File: config.mk
export PLATFORM = sky130hd
export DESIGN_NAME = switch_debouncer
export DESIGN_NICKNAME = d
export VERILOG_FILES = /design/src/rtl/switch_debouncer.sv
export SDC_FILE = /design/constraint.sdc
export NUM_CORES = 1
export LEC_CHECK = 0
export CAP_MARGIN = 20
export CORE_ASPECT_RATIO = 0.8
export CORE_MARGIN = 3
export CORE_UTILIZATION = 35
export DETAILED_ROUTE_END_ITERATION = 10
export HOLD_SLACK_MARGIN = 0.1
export PLACE_DENSITY = 0.62
export SYNTH_ARGS = -nofsm -noshare
export SYNTH_HDL_FRONTEND = slang
export SYNTH_SLANG_ARGS = --single-unit
File: constraint.sdc
create_clock -name clk -period 3.9 [get_ports clk]
set_input_delay 0.585 -clock clk [delete_from_list [all_inputs] [get_ports clk]]
set_output_delay 0.585 -clock clk [all_outputs]
set_load 0.05 [all_outputs]
File: src/rtl/switch_debouncer.sv
// switch_debouncer
//   Conditions raw slide-switch inputs into clean, debounced levels for the
//   logic_gate input_a port. Each bit is synchronised through a two-flop
//   chain and then has to hold a new level for DEBOUNCE_CYCLES consecutive
//   cycles before it is accepted. One-cycle pulses mark each accepted
//   transition.
//
// Ports
//   clk      in   1      system clock, rising edge
//   rst_n    in   1      asynchronous active-low reset
//   sw_in    in   WIDTH  raw switch pads (asynchronous, bouncy)
//   sw_out   out  WIDTH  debounced level
//   rise     out  WIDTH  per-bit 1-cycle pulse on accepted 0->1
//   fall     out  WIDTH  per-bit 1-cycle pulse on accepted 1->0
//   changed  out  1      1-cycle pulse, OR of rise|fall over all bits
module switch_debouncer #(
   parameter int unsigned WIDTH           = 2,
   parameter int unsigned DEBOUNCE_CYCLES = 1000000
) (
   input  logic             clk,
   input  logic             rst_n,
   input  logic [WIDTH-1:0] sw_in,
   output logic [WIDTH-1:0] sw_out,
   output logic [WIDTH-1:0] rise,
   output logic [WIDTH-1:0] fall,
   output logic             changed
);

   localparam int unsigned    CW   = $clog2(DEBOUNCE_CYCLES + 1);
   localparam logic [CW-1:0]  LAST = CW'(DEBOUNCE_CYCLES - 1);

   logic [WIDTH-1:0]          r_sync_1;
   logic [WIDTH-1:0]          r_sync_2;
   logic [WIDTH-1:0]          r_sw_out;
   logic [WIDTH-1:0]          r_rise;
   logic [WIDTH-1:0]          r_fall;
   logic                      r_changed;
   logic [WIDTH-1:0][CW-1:0]  r_cnt;

   logic [WIDTH-1:0][CW-1:0]  w_cnt_nxt;
   logic [WIDTH-1:0]          w_out_nxt;
   logic [WIDTH-1:0]          w_rise_nxt;
   logic [WIDTH-1:0]          w_fall_nxt;

   // Per-bit filter. The STABLE/PENDING state is implied by whether the
   // synchronised level differs from the accepted level; the counter is
   // cleared whenever the bit is stable, so any bounce back discards the
   // partial count. Acceptance at LAST keeps the counter from ever wrapping.
   always_comb begin
      w_cnt_nxt  = '0;
      w_out_nxt  = r_sw_out;
      w_rise_nxt = '0;
      w_fall_nxt = '0;
      for (int unsigned i = 0; i < WIDTH; i++) begin
         if (r_sync_2[i] != r_sw_out[i]) begin
            if (r_cnt[i] == LAST) begin
               w_out_nxt[i]  = r_sync_2[i];
               w_rise_nxt[i] = r_sync_2[i];
               w_fall_nxt[i] = ~r_sync_2[i];
            end else begin
               w_cnt_nxt[i] = r_cnt[i] + CW'(1);
            end
         end
      end
   end

   always_ff @(posedge clk or negedge rst_n) begin
      if (!rst_n) begin
         r_sync_1  <= '0;
         r_sync_2  <= '0;
         r_sw_out  <= '0;
         r_rise    <= '0;
         r_fall    <= '0;
         r_changed <= 1'b0;
         r_cnt     <= '0;
      end else begin
         r_sync_1  <= sw_in;
         r_sync_2  <= r_sync_1;
         r_sw_out  <= w_out_nxt;
         r_rise    <= w_rise_nxt;
         r_fall    <= w_fall_nxt;
         r_changed <= |(w_rise_nxt | w_fall_nxt);
         r_cnt     <= w_cnt_nxt;
      end
   end

   assign sw_out  = r_sw_out;
   assign rise    = r_rise;
   assign fall    = r_fall;
   assign changed = r_changed;

endmodule

=== After elaboration in Yosys (flattened, before gate mapping) ===
Cells that the tools add are included.

* Register bits after elaboration: 51
* Logic and storage cells: 33

* Muxes and demuxes: 12
* Reduce and logical (&&, ||, !) cells: 3
* $add $sub $neg: 2
* Eq/ne operators: 4
* Bitwise gates (word level): 3

{| class="wikitable"
|+ Operators by type and width
! kind !! count
|-
| two-way mux 20 bit || 4
|-
| adder 20 x 1 -> 20 bit, second input constant || 2
|-
| equality test 20 bit, second input constant || 2
|-
| two-way mux 1 bit || 8
|-
| AND reduction 2 bit || 2
|-
| != test 1 bit || 2
|-
| NOT 1 bit || 2
|-
| OR 2 bit || 1
|-
| OR reduction 2 bit || 1
|}

=== Longest topological paths before layout ===
* Word-level depth: 5
* Mapped depth: 7

=== Least setup slack after synthesis ===
No wires, ideal clock.

* Kind: reg-to-reg
* From: register r_cnt[20] (netlist bit)
* To: register r_sw_out[1], in the netlist sw_out[1]
* Arrival time: 1.775 ns
* Slack: 2.000 ns
* Stages on the path, launching flop included: 7
* Required time: 3.775 ns
* Setup time: 0.125 ns
* Cells stage by stage: dfrtp_1 > ha_1 > nand3_2 > or2_1 > buf_2 > or3_4 > mux2_4

* Word-level cells in the longest chain between the ends: 2

{| class="wikitable"
|+ Ends and longest elaborated chain
! item !! line !! RTL
|-
| start, declared || 38 || <nowiki>logic [WIDTH-1:0][CW-1:0] r_cnt;</nowiki>
|-
| start signal, assigned || 83 || <nowiki>r_cnt <= w_cnt_nxt;</nowiki>
|-
| equality test 20 bit || 56 || <nowiki>if (r_cnt[i] == LAST) begin</nowiki>
|-
| AND reduction 2 bit (no source line) || - ||
|-
| end signal, assigned || 79 || <nowiki>r_sw_out <= w_out_nxt;</nowiki>
|-
| end, declared || 34 || <nowiki>logic [WIDTH-1:0] r_sw_out;</nowiki>
|}

Every way passes these cells.
A chain may end at the register's enable or synchronous reset.

=== Worst setup path in the final report ===
* From: register r_sw_out[1], in the netlist sw_out[1]
* To: output sw_out[1]

{| class="wikitable"
|+ RTL lines
! item !! line !! RTL
|-
| end, declared || 23 || <nowiki>output logic [WIDTH-1:0] sw_out,</nowiki>
|}

No word-level cell between the ends.

==> flow_metrics.env <==
export IMPL_status="finished clean"
export IMPL_path_clk_slew_ps=90
export IMPL_gp_congestion=0.760
export IMPL_grt_ovfl_total=0
export IMPL_arrival_ps=1580
export IMPL_numCtsBuffers=5
export IMPL_crit_buf_inv=1
export IMPL_die_area_um2=7870
export IMPL_drt_pass1_iter_count=4
export IMPL_path_cells="clkdlybuf4s50_1"
export IMPL_ios=11
export IMPL_hold_viol=0
export IMPL_worstSetupStartpointType="flop"
export IMPL_rsz0062_at_grt="no"
export IMPL_grt_pass1_vias=1624
export IMPL_skew_ps=9.63
export IMPL_grtUsageTotal_pct=12.5
export IMPL_met1_usage_pct=18.7
export IMPL_cts_path_max_buffers=2
export IMPL_critical_path_max_fanout=5
export IMPL_period_share_pct=55.4
export IMPL_final_cell_mix="dfrtp_1 (51), nor2_1 (36), xnor2_1 (20), nand2_1 (14), nand3_1 (11)"
export IMPL_clk_latency_ps=300
export IMPL_slowest_stage="clkdlybuf4s50_1"
export IMPL_hold_class="in -> async"
export IMPL_slowest_delay_ps=840
export IMPL_ys_ff_latch=51
export IMPL_maxCapViolCount=0
export IMPL_fp_coreArea_um2=6510
export IMPL_cts_resized=0
export IMPL_syn_avg_cell_area_um2=10.4
export IMPL_start_util_pct=36.8
export IMPL_diodes=0
export IMPL_post_cts_setup_buffers=0
export IMPL_drc_errors=0
export IMPL_power_density_nw_per_um2=343
export IMPL_routed_wl_um=4440
export IMPL_wl_per_cell_um=13.5
export IMPL_slew_headroom_pct=47.4
export IMPL_met3_usage_pct=2.53
export IMPL_cts_hold_buf=0
export IMPL_ir_drop_mv=0.133
export IMPL_seq_power_share_pct=58.8
export IMPL_finalCriticalPeriod_ps=2160
export IMPL_layout_cells_non_filler=328
export IMPL_grt_busiest_layer="met1"
export IMPL_nets=250
export IMPL_cts_root_buffer="clkbuf_8"
export IMPL_dp_hpwl_um=3090
export IMPL_cp_end_kind="output port"
export IMPL_vias=1684
export IMPL_timing_worst_setup_path_type="reg -> out"
export IMPL_die_w_um=98.4
export IMPL_place_inst=321
export IMPL_ant_nets=0
export IMPL_critPathTopFamily="buffers and inverters"
export IMPL_setup_viol=0
export IMPL_die_h_um=79.9
export IMPL_worst_slew_pin_slew_ps=789
export IMPL_area_delta_synth_final_pct=12.3
export IMPL_power_switching_mw=0.191
export IMPL_final_common_cell="dfrtp_1"
export IMPL_grt_first_pass_wirelength_um=7930
export IMPL_fp_row_count=26
export IMPL_cts_tree="yes"
export IMPL_synthCells=229
export IMPL_grt_start_max_net_pins=32
export IMPL_n_fill_cell=635
export IMPL_synth_fp_nets=235
export IMPL_multi_input_area_um2=1080
export IMPL_swShare_pct=20.7
export IMPL_seq_area_um2=1280
export IMPL_via_per_inst=5.13
export IMPL_fmax_ghz=0.463
export IMPL_portBuffers=10
export IMPL_p_leak_nw=1.08
export IMPL_htree_levels=2
export IMPL_antenna_found_initial=0
export IMPL_synth_cell_types=35
export IMPL_yosysWarnings=0
export IMPL_cts_sinks=51
export IMPL_combPwrFrac_pct=3.2
export IMPL_drt_iter0_markers=86
export IMPL_grt_use_met2_pct=17.3
export IMPL_p_int_mw=0.732
export IMPL_post_route_util_pct=41.3
export IMPL_fin_setup_tns_ps=0
export IMPL_drive_above_1_share_pct=8.20
export IMPL_clkPwrFrac_pct=38.0
export IMPL_worstPathRequired_ps=3310
export IMPL_drv_slew=0
export IMPL_mappedNetlistArea_um2=2390
export IMPL_yosysSeqAreaShare_pct=53.3
## registers in the layout (all words and copies together) (netlist names)
signal	flops
r_cnt	40
rise	2
fall	2
sw_out	2
r_sync_2	2
changed	1
r_sync_1	2
## layer usage
metal	vias to the layer above	routed length (um)
met3	7	125
met1	812	2390
met4	0	79
met2	27	1840
li1	838	-
met5	-	0
## cells in the mapped netlist
| master | instances | area (um2) |
|---|---|---|
| or4_1 | 2 | 15.0 |
| nor4b_1 | 2 | 17.5 |
| or3_1 | 7 | 43.8 |
| dfrtp_1 | 51 | 1280 |
| nand2_1 | 14 | 52.6 |
| a22o_1 | 1 | 8.76 |
| xnor2_1 | 20 | 175 |
| xor2_1 | 10 | 87.6 |
| nor4_1 | 8 | 50.1 |
| nor2_1 | 36 | 135 |
| o21ai_0 | 4 | 20.0 |
| mux2_2 | 1 | 11.3 |
| nor3_1 | 8 | 40.0 |
| nor3b_1 | 4 | 30.0 |
| and4_1 | 2 | 17.5 |
| or4_4 | 1 | 11.3 |
| or3_4 | 1 | 11.3 |
| and3b_1 | 2 | 17.5 |
| nand3_2 | 1 | 10.0 |
| nand4_4 | 1 | 21.3 |
| mux2_4 | 1 | 15.0 |
| nand3b_1 | 1 | 7.51 |
| nand4_2 | 2 | 25.0 |
| nand3_1 | 11 | 55.1 |
| ha_1 | 2 | 25.0 |
| a31o_2 | 1 | 8.76 |
| inv_1 | 5 | 18.8 |
| o31ai_1 | 2 | 15.0 |
| nand4_1 | 8 | 50.1 |
| a21oi_1 | 8 | 40.0 |
| a21bo_2 | 1 | 10.0 |
| or2_1 | 1 | 6.26 |
| o21ai_2 | 2 | 17.5 |
| buf_2 | 3 | 15.0 |
| and3_1 | 5 | 31.3 |
## final timing paths
| path | start | to | slack (ps) | depth (start not counted) |
|---|---|---|---|---|
| max | sw_out[1] | sw_out[1] | 1740 | 1 |
| min | rst_n | r_cnt[15] | 220 | 1 |
| max reg2reg | r_cnt[20] | r_cnt[32] | 1810 | 5 |
| min reg2reg | r_sync_1[0] | r_sync_2[0] | 350 | 0 |
| max in group asynchronous | rst_n | r_cnt[32] | 2910 | 2 |
| min in group clk | r_sync_1[0] | r_sync_2[0] | 350 | 0 |
## through the flow
step                      power [mW]  setup slack (ps)  hold slack (ps)  instance area [um2]
after floorplan                0.565              2000              289                 2390
after global placement         0.583              1840              332                 2580
after global routing           0.964              1590              266                 2690
after detailed placement       0.584              1830              335                 2580
after CTS                      0.939              1720              229                 2690
final                          0.923              1740              224                 2690
## layout make-up
class                   instances  share of cell area, %
clock inverters                 1                   1.12
multi-input cells             170                   40.3
flip-flops and latches         51                   47.5
clock buffers                   6                   2.70
well taps                      84                   3.91
repair buffers                 11                   3.82
inverters                       5                  0.698
## cells by family (layout without fill, tap and decap cells)
group	count (synthesis)	after routing	share of synthesized area, %
xor gates and xnor gates	30	30	11.0
adders and majority gates	2	2	1.05
and+or+nand+nor	117	117	27.1
muxes	2	2	1.10
DFF	51	51	53.3
buffers and inverters	8	23	1.41
AOI/OAI and AO/OA	19	19	5.02
## power by group through the flow
stage                     clock network, mW  registers [mW]  logic [mW]
after CTS                             0.366           0.543      0.0306
final                                 0.351           0.543      0.0293
after detailed placement                  0           0.553      0.0307
after global placement                    0           0.553      0.0304
after global routing                  0.384           0.544      0.0355
after floorplan                           0           0.552      0.0137
Note: power is estimated with default switching activity, not from simulation.
